`src/rtl/router_pkg.sv`:
```
// Shared router constants: port indices, credit depth, credit FSM states.
// Imported by the credit controller, the input FIFOs and the arbiter.
package router_pkg;

  localparam int PORT_N    = 0;
  localparam int PORT_S    = 1;
  localparam int PORT_E    = 2;
  localparam int PORT_W    = 3;
  localparam int PORT_L    = 4;
  localparam int NUM_PORTS = 5;

  localparam int DEPTH = 4;

  typedef enum logic [1:0] {
    IDLE = 2'd0,
    RUN  = 2'd1,
    ERR  = 2'd2
  } cc_state_t;

endpackage

```
`src/rtl/credit_counter.sv`:
```
// One output port's credit counter: saturating up/down count with
// overflow/underflow detection; offending updates are dropped.
module credit_counter #(
  parameter int DEPTH = router_pkg::DEPTH,
  parameter int CW    = $clog2(DEPTH + 1)
) (
  input  logic          clk,
  input  logic          reset,
  input  logic          dec,
  input  logic          ret,
  input  logic          en,
  input  logic          clr,
  output logic [CW-1:0] count,
  output logic          avail,
  output logic          ovf,
  output logic          unf
);

  localparam logic [CW-1:0] FULL = CW'(DEPTH);
  localparam logic [CW-1:0] ONE  = CW'(1);

  logic dn;
  logic up;

  // a simultaneous send and return cancel out, even at the limits
  assign dn = en & dec & ~ret;
  assign up = en & ret & ~dec;

  assign unf   = dn & (count == '0);
  assign ovf   = up & (count == FULL);
  assign avail = en & (count != '0);

  always_ff @(posedge clk or negedge reset) begin
    if (!reset) begin
      count <= FULL;
    end else if (clr) begin
      count <= FULL;
    end else if (dn && !unf) begin
      count <= count - ONE;
    end else if (up && !ovf) begin
      count <= count + ONE;
    end
  end

endmodule

```
`src/rtl/router_credit_ctrl.sv`:
```
// Per-output-port credit tracker for the 5-port mesh router, with
// start-up / clear / error-lockout FSM and sticky error flags.
module router_credit_ctrl
  import router_pkg::*;
#(
  parameter int DEPTH = router_pkg::DEPTH,
  localparam int CW   = $clog2(DEPTH + 1)
) (
  input  logic                   clk,
  input  logic                   reset,
  input  logic                   en_i,
  input  logic                   clr_i,
  input  logic [NUM_PORTS-1:0]   dec_i,
  input  logic [NUM_PORTS-1:0]   ret_i,
  output logic [NUM_PORTS-1:0]   credit_o,
  output logic [NUM_PORTS*CW-1:0] count_o,
  output logic [1:0]             state_o,
  output logic                   err_o,
  output logic [NUM_PORTS-1:0]   err_port_o
);

  cc_state_t            state;
  logic                 run;
  logic [NUM_PORTS-1:0] ovf;
  logic [NUM_PORTS-1:0] unf;
  logic [NUM_PORTS-1:0] hit;

  assign run     = (state == RUN);
  assign hit     = ovf | unf;
  assign state_o = state;

  for (genvar p = 0; p < NUM_PORTS; p++) begin : g_port
    credit_counter #(
      .DEPTH (DEPTH),
      .CW    (CW)
    ) u_cnt (
      .clk   (clk),
      .reset (reset),
      .dec   (dec_i[p]),
      .ret   (ret_i[p]),
      .en    (run),
      .clr   (clr_i),
      .count (count_o[p*CW +: CW]),
      .avail (credit_o[p]),
      .ovf   (ovf[p]),
      .unf   (unf[p])
    );
  end

  always_ff @(posedge clk or negedge reset) begin
    if (!reset) begin
      state      <= IDLE;
      err_o      <= 1'b0;
      err_port_o <= '0;
    end else if (clr_i) begin
      state      <= IDLE;
      err_o      <= 1'b0;
      err_port_o <= '0;
    end else begin
      unique case (state)
        IDLE: if (en_i) state <= RUN;
        RUN: begin
          if (|hit) begin
            state      <= ERR;
            err_o      <= 1'b1;
            err_port_o <= err_port_o | hit;
          end
        end
        ERR: state <= ERR;
        default: state <= IDLE;
      endcase
    end
  end

endmodule

```
`config.mk`:
```
export PLATFORM = sky130hd
export DESIGN_NAME = router_credit_ctrl
export DESIGN_NICKNAME = d
export VERILOG_FILES = /design/src/rtl/router_pkg.sv /design/src/rtl/credit_counter.sv /design/src/rtl/router_credit_ctrl.sv
export SDC_FILE = /design/constraint.sdc
export NUM_CORES = 1
export LEC_CHECK = 0
export CORE_MARGIN = 4
export CORE_UTILIZATION = 53
export DETAILED_ROUTE_END_ITERATION = 8
export PLACE_DENSITY = 0.92
export SYNTH_ARGS = -nofsm -noshare
export SYNTH_HDL_FRONTEND = slang
export SYNTH_SLANG_ARGS = --single-unit
export TNS_END_PERCENT = 50
```
`constraint.sdc`:
```
create_clock -name clk -period 7.7 [get_ports clk]
set_clock_uncertainty 0.15 [all_clocks]
set_input_delay 1.54 -clock clk [delete_from_list [all_inputs] [get_ports clk]]
set_output_delay 1.54 -clock clk [all_outputs]
set_load 0.03 [all_outputs]
```
## Word level (Yosys, flattened, before mapping)

Cells that the tools add are included.

- Flip-flop bits (word level): 23

- Equal/unequal tests: 9
- Add/subtract/negate cells: 10
- Mux-type cells: 25
- Reduce and logical (&&, ||, !) cells: 41
- Bitwise gates (word level): 47

Operators by type and width:

| operator | count |
|---|---|
| $mux W3 | 15 |
| $and A1 B1 Y1 | 35 |
| $reduce_bool A3 Y1 | 10 |
| $add A3 B1 Y3 const B | 5 |
| $eq A3 B3 Y1 const B | 5 |
| $logic_not A3 Y1 | 5 |
| $mux W5 | 3 |
| $sub A3 B1 Y3 const B | 5 |
| $logic_and A1 B1 Y1 | 10 |
| $logic_not A1 Y1 | 10 |
| $not A1 Y1 | 10 |
| $or A5 B5 Y5 | 2 |
| $mux W2 | 3 |
| $ne A3 B3 Y1 const B | 2 |
| $pmux W2 S3 | 1 |
| $reduce_or A5 Y1 | 1 |
| $reduce_and A2 Y1 | 2 |
| $reduce_bool A2 Y1 | 2 |
| $mux W1 | 3 |
| $eq A2 B1 Y1 const B | 1 |
| $eq A2 B2 Y1 const B | 1 |
| $logic_not A2 Y1 | 1 |

## Logic depth before layout (Yosys ltp)

Gate-level depths: netlist of run 1.

- Depth after elaboration: 9
- Depth in mapped cells: 12
- Mapped depth without buffers: 10

## Modules after synthesis

From an unflattened synthesis of run 1, not the netlist that was laid out.

- Cells, all modules: 185
- Area, all modules: 1720.4 µm²

By module, submodules not included:

| module | times used | area each (µm²) | cells an instance | seq. area each (µm²) |
|---|---|---|---|---|
| credit_counter | 5 | 256.5 | 28 | 76.3 |
| router_credit_ctrl | 1 | 437.9 | 45 | 200.2 |

## Worst setup path after synthesis of run 1

No wires, ideal clock.

- Path kind: reg-to-output
- Start: register state[1] (netlist: state_o[1])
- End: output port credit_o[0]
- Cell stages (with the launch flop): 8
- Buffers on the path: 3
- Required time: 6010 ps
- Arrival: 1655 ps
- Path slack: 4355 ps
- Cells stage by stage: dfrtp_1 inv_1 ha_1 clkbuf_1 inv_2 clkbuf_1 nor2_1 buf_4

- Word-level cells in the longest chain between the ends: 2

Ends and longest elaborated chain:

| element | RTL line | RTL |
|---|---|---|
| from (decl) | router_credit_ctrl.sv:22 | `cc_state_t state;` |
| from (signal assigned) | router_credit_ctrl.sv:52 | `state <= IDLE;` |
| from (signal assigned) | router_credit_ctrl.sv:56 | `state <= IDLE;` |
| from (signal assigned) | router_credit_ctrl.sv:61 | `IDLE: if (en_i) state <= RUN;` |
| $eq A2 B1 Y1 | router_credit_ctrl.sv:28 | `assign run = (state == RUN);` |
| $and A1 B1 Y1 | credit_counter.sv:31 | `assign avail = en & (count != '0);` |
| to (decl) | router_credit_ctrl.sv:15 | `output logic [NUM_PORTS-1:0] credit_o,` |

No other way between the ends.

## Worst setup path after layout of run 1

- Start: register state[1] (netlist: state_o[1])
- End: output port credit_o[1]

The elaborated chain is that of the path after synthesis.

==> flow_summary_export.csv, run 1 <==
group,metric,value,unit
outcome,outcome,"finished clean",
routing,drc,0,
critical_path,end_kind,"primary output",
critical_path,path_buf_inv,3,
timing,hold_viol_final,0,
synth,ys_ff_latch,23,
critical_path,cp_top_family,"buffers and inverters",
floorplan,design.portCount,42,
clock_tree,cts_inserted_buffers,3,
critical_path,cp.required,6.01,ns
floorplan,start_util,55.2,%
floorplan,die_x,64.4,µm
timing,slew_violations,0,
grt,grt_first_pass_wirelength,5.89,mm
timing,tightest_slew,0.991,ns
min_path,hold_start,"err_port_o[2]",
timing,rsz0062_at_grt,"no",
placement,io_buffers,41,
clock_tree,clockBufferDepth,2,
power_and_ir_drop,switching_share,43.9,%
routing,vias_per_cell,5.58,
min_path,hold_path_end,"err_port_o[2]",
clock_tree,ctsResizeCount,0,
synth,synth-warning-count,0,
power_and_ir_drop,p_switching,0.000208,W
timing,fmax,236,MHz
critical_path,ff2ff_path_depth,10,
power_and_ir_drop,clock_power_share,11.4,%
timing,slew_headroom,33.7,%
clock_tree,htree_levels,1,
synth,synth_nets,212,
synth,syn_inst,190,
timing,setup_viol,0,
final_layout,area_growth_syn_to_layout,25.1,%
synth,synthesis.area,1690,µm²
timing,tns,0,ns
critical_path,r2r-end,"g_port[4].u_cnt.count[2]",
floorplan,coreArea,3050,µm²
routing,vias,1490,
timing,layout_min_cycle_time,4.23,ns
synth,synth-seq-area-share,34.5,%
placement,gp_congestion,0.799,
min_path,hold_depth,2,
critical_path,worstPathMaxFanout,19,
clock_tree,postCtsSetupRepairBufs,0,
floorplan,row_count,20,
grt,grt_pass1_vias,1382,
job,drv_cap,0,
grt,grt.total_usage,17.7,%
power_and_ir_drop,ir_drop,158,µV
power_and_ir_drop,p_int,0.000265,W
clock_tree,cts_root_buffer,"clkbuf_4",
power_and_ir_drop,p_leak,0.886,nW
clock_tree,clock-sinks,23,
critical_path,reg2reg_from,"state_o[1]",
critical_path,slowest_stage,"clkdlybuf4s50_1",
timing,holdWs,0.374,ns
synth,synth-edff-count,0,
floorplan,die_area,4150,µm²
critical_path,startpoint_type,"flop",
power_and_ir_drop,power.density,224,nW/µm²
synth,yosysUniqueCellTypes,44,
power_and_ir_drop,comb_power_share,54.2,%
final_layout,fillers,251,
clock_tree,clkTransAtPathRegs,0.12,ns
power_and_ir_drop,power_frac_seq,34.3,%
routing,drtAntennaViolNets,0,
routing,dr.pass1.iters,4,
placement,dp_hpwl,2.57,mm
critical_path,cpPeakStageDelay,0.68,ns
floorplan,die_height,64.4,µm
final_layout,drive_above_1_share,7.17,%
synth,async_flop_share,100,%
min_path,hp-class,"flop to flop",
clock_tree,cts_tree,"done",
grt,grt_max_degree,26,
synth,syn_area_per_cell,8.87,µm²
critical_path,path_cells,"inv_1, ha_1, inv_2, nor2_1, clkdlybuf4s50_1",
timing,finalCritPeriodShare,55.0,%
routing,wl_per_cell,12.7,µm
grt,antenna_found_initial,0,
clock_tree,clkLatencyLatePin,0.30,ns
routing,routed_wl,3.40,mm
clock_tree,holdBufCountCts,0,
synth,ys.flop_type,"dfrtp_1",
grt,grt-ovfl-total,0,
critical_path,critPathKind,"flop to primary output",
critical_path,worst_ep_arrival_time,2.54,ns
critical_path,r2r_slack,4.83,ns
routing,drt_iter0_markers,60,
final_layout,n_antenna_cell,0,
final_layout,layout.nets,246,
-- stage by stage --
step	cells	instance area [µm²]	util (%)	worst slack [ns]	power [W]
floorplan	190	1690	-	4.36	0.000347
global placement	263	2080	68.2	3.87	0.000415
detailed placement	263	2080	68.2	3.82	0.000422
CTS	267	2110	69.1	3.45	0.000478
global route	267	2110	69.1	3.29	0.000507
finish	267	2110	69.1	3.47	0.000473
-- worst max path at each step --
stage / slack (ns) / from / depth (start not counted) / end
floorplan: 4.36 / state_o[1] / 7 / credit_o[0]
global placement: 3.87 / state_o[1] / 5 / credit_o[3]
detailed placement: 3.82 / state_o[1] / 5 / credit_o[1]
CTS: 3.45 / state_o[1] / 5 / credit_o[1]
global route: 3.29 / state_o[1] / 5 / credit_o[3]
finish: 3.47 / state_o[1] / 5 / credit_o[1]
-- power groups by stage --
stage	Combinational, W	Sequential [W]	Clock, W
final	0.000257	0.000163	0.0000541
after floorplan	0.000152	0.000194	0
after global placement	0.000252	0.000164	0
after global routing	0.000278	0.000166	0.0000624
after detailed placement	0.000257	0.000164	0
after CTS	0.000259	0.000163	0.0000569
-- kinds of logic (layout without fill, tap and decap cells) --
family,after synthesis,count (layout),synth area share (%)
buffers and inverters,16,49,4.97
AND/OR/NAND/NOR,93,93,27.4
XOR/XNOR,8,8,4.16
adder cells (fa/ha/maj),8,8,8.17
flip-flops,23,23,34.5
AO/OA/AOI/OAI,34,34,16.0
multiplexers,8,8,4.75
-- state kept, by name, indices dropped and copies added (netlist names) --
signal	cells
g_port.u_cnt.count	15
state_o	2
err_o	1
err_port_o	5
-- worst min-delay path, cell delays in order, from the launching register on --
cell	delay, ns
dfrtp_1	0.37
nor2_1	0.05
nor2_1	0.08
-- cell usage in the layout (no fill, tap or decap), types with 5 or more instances in the layout --
| master | Yosys | layout |
|---|---|---|
| nor3_1 | 8 | 8 |
| nand2b_1 | 14 | 14 |
| dfstp_2 | 5 | 5 |
| clkdlybuf4s50_1 | 0 | 41 |
| mux2i_1 | 8 | 8 |
| nand2_1 | 17 | 17 |
| dfrtp_1 | 18 | 18 |
| fa_1 | 5 | 5 |
| nor2_1 | 35 | 35 |
| xor2_1 | 6 | 6 |
| a21oi_1 | 7 | 7 |
-- cells in the mapped netlist, types with 4 or more instances --
library cell | n | share of area [%]
fa_1 | 5 | 5.9
clkbuf_1 | 5 | 1.1
o22ai_1 | 4 | 1.5
nor3_1 | 8 | 2.4
buf_4 | 6 | 2.7
nand3b_1 | 4 | 1.8
nand2b_1 | 14 | 5.2
nand2_1 | 17 | 3.8
dfrtp_1 | 18 | 27
a21oi_1 | 7 | 2.1
mux2i_1 | 8 | 4.8
dfstp_2 | 5 | 7.8
nor2_1 | 35 | 7.8
xor2_1 | 6 | 3.1
-- area by class of cell --
class,instances,area (µm²),area share (%)
clock buffer,4,26.3,1.25
timing repair buffer,41,410,19.5
tap,44,55.1,2.61
multi-input combinational,151,1020,48.4
sequential,23,582,27.6
inverter,4,15.0,0.712
-- layer usage --
metal	part of all wire [%]	GRT usage (%)	vias up
li1	-	-	728
met1	43	21.9	714
met2	51	30.9	46
met3	5.9	4.57	2
met4	0.35	3.96	0
met5	0	0	-
(Power assumes the default switching activity.)
==> run 2, diff against run 1 <==
CORE_UTILIZATION = 49   (was 53)
PLACE_DENSITY = 0.87   (was 0.92)
clock period = 4.4 ns   (was 7.7 ns; I/O delays follow)
==> flow_summary_export.csv, run 2 (synthesized netlist as in run 1, its figures left out) <==
group,metric,value,unit
floorplan,row_count,21,
final_layout,largest_reg_flops,15,
routing,wl_per_cell,13.4,µm
routing,drc,0,
timing,tightest_slew,1.04,ns
timing,finalCritPeriodShare,74.6,%
floorplan,die_height,66.6,µm
floorplan,start_util,50.5,%
floorplan,design.portCount,42,
clock_tree,clkLatencyLatePin,0.31,ns
timing,setup_viol,0,
floorplan,coreArea,3340,µm²
routing,vias_per_cell,5.40,
timing,layout_min_cycle_time,3.28,ns
critical_path,reg2reg_from,"state_o[1]",
power_and_ir_drop,ir_drop,246,µV
timing,tns,0,ns
timing,slew_violations,0,
routing,routed_wl,3.61,mm
routing,vias,1458,
grt,grt_first_pass_wirelength,6.28,mm
final_layout,n_antenna_cell,0,
clock_tree,holdBufCountCts,0,
routing,dr.pass1.iters,4,
final_layout,area_growth_syn_to_layout,25.8,%
power_and_ir_drop,power.density,396,nW/µm²
min_path,hold_start,"err_port_o[3]",
min_path,hp-class,"flop to flop",
clock_tree,cts_root_buffer,"clkbuf_4",
routing,drtAntennaViolNets,0,
clock_tree,cts_tree,"done",
final_layout,top_register,"g_port.u_cnt.count",
clock_tree,cts_inserted_buffers,3,
clock_tree,postCtsSetupRepairBufs,0,
floorplan,die_x,66.6,µm
clock_tree,ctsResizeCount,0,
grt,grt_pass1_vias,1428,
clock_tree,clock-sinks,23,
grt,antenna_found_initial,0,
routing,drt_iter0_markers,73,
grt,grt.total_usage,18.0,%
critical_path,startpoint,"state_o[1]",
timing,fmax,304,MHz
placement,io_buffers,41,
grt,grt-ovfl-total,0,
timing,rsz0062_at_grt,"no",
critical_path,critPathKind,"flop to primary output",
placement,gp_congestion,0.825,
final_layout,layout.nets,247,
final_layout,final_cell_mix,"41 x clkdlybuf4s50_1, 35 x nor2_1, 18 x dfrtp_1, 17 x nand2_1, 14 x nand2b_1",
clock_tree,clkTransAtPathRegs,0.13,ns
critical_path,cp.required,3.37,ns
floorplan,die_area,4440,µm²
timing,hold_viol_final,0,
timing,slew_headroom,30.6,%
critical_path,worst_ep_arrival_time,2.25,ns
power_and_ir_drop,p_leak,0.894,nW
placement,dp_hpwl,2.72,mm
final_layout,finish.utilization,63.5,%
clock_tree,htree_levels,1,
grt,grt_max_degree,26,
final_layout,layout_commonest_cell,"clkdlybuf4s50_1",
job,drv_cap,0,
outcome,outcome,"finished clean",
final_layout,drive_above_1_share,8.04,%
critical_path,end_kind,"primary output",
critical_path,worstPathMaxFanout,13,
critical_path,startpoint_type,"flop",
clock_tree,clockBufferDepth,2,
run 2: cell count changes in the layout (fill, tap and decap cells not counted), sizes merged:
cell,before,now
buf,0,1
clkbuf,4,3
clkinv,0,1
run 2: power by group:
part | internal, W | switching [W]
registers | 0.000245 | 0.0000406
clock network | 0.0000339 | 0.0000658
logic | 0.000188 | 0.000266
run 2: metrics by stage:
stage	hold WS (ns)	power, W	setup WS [ns]	area (µm²)	std cells
2_1_floorplan	0.434	0.000606	1.62	1690	190
5_1_grt	0.417	0.000902	0.948	2120	270
3_3_place_gp	0.334	0.000738	1.34	2090	266
3_5_place_dp	0.344	0.000746	1.27	2090	266
6_report	0.367	0.000839	1.12	2120	270
4_1_cts	0.374	0.000848	1.07	2120	270
run 2: worst paths after layout:
| check | endpoint | slack (ns) | cells past startpoint |
|---|---|---|---|
| max | credit_o[4] | 1.12 | 5 |
| min | err_port_o[3] | 0.37 | 2 |
| max reg2reg | g_port[4].u_cnt.count[2] | 1.83 | 10 |
| min reg2reg | err_port_o[3] | 0.37 | 2 |
| max in group asynchronous | g_port[0].u_cnt.count[0] | 2.51 | 1 |
| min in group asynchronous | state_o[1] | 0.97 | 1 |
run 2: layout make-up:
cell class / instances / area, µm²
flip-flops and latches: 23 / 582
clock buffers: 3 / 22.5
repair buffers: 42 / 418
clock inverters: 1 / 5.00
multi-input cells: 151 / 1020
well taps: 46 / 57.6
fillers: 301 / 1220
inverters: 4 / 15.0
run 2: layer usage:
metal	vias to the layer above	wire, µm	GRT usage, %
met4	0	35	5.08
met2	29	1750	30.1
met3	4	151	2.19
li1	731	-	-
met5	-	0	0
met1	694	1680	24.3
run 2: worst max-delay path, stage by stage (launching register included):
cell	delay, ns
dfrtp_1	0.43
inv_1	0.11
ha_1	0.37
inv_2	0.22
nor2_1	0.15
clkdlybuf4s50_1	0.68
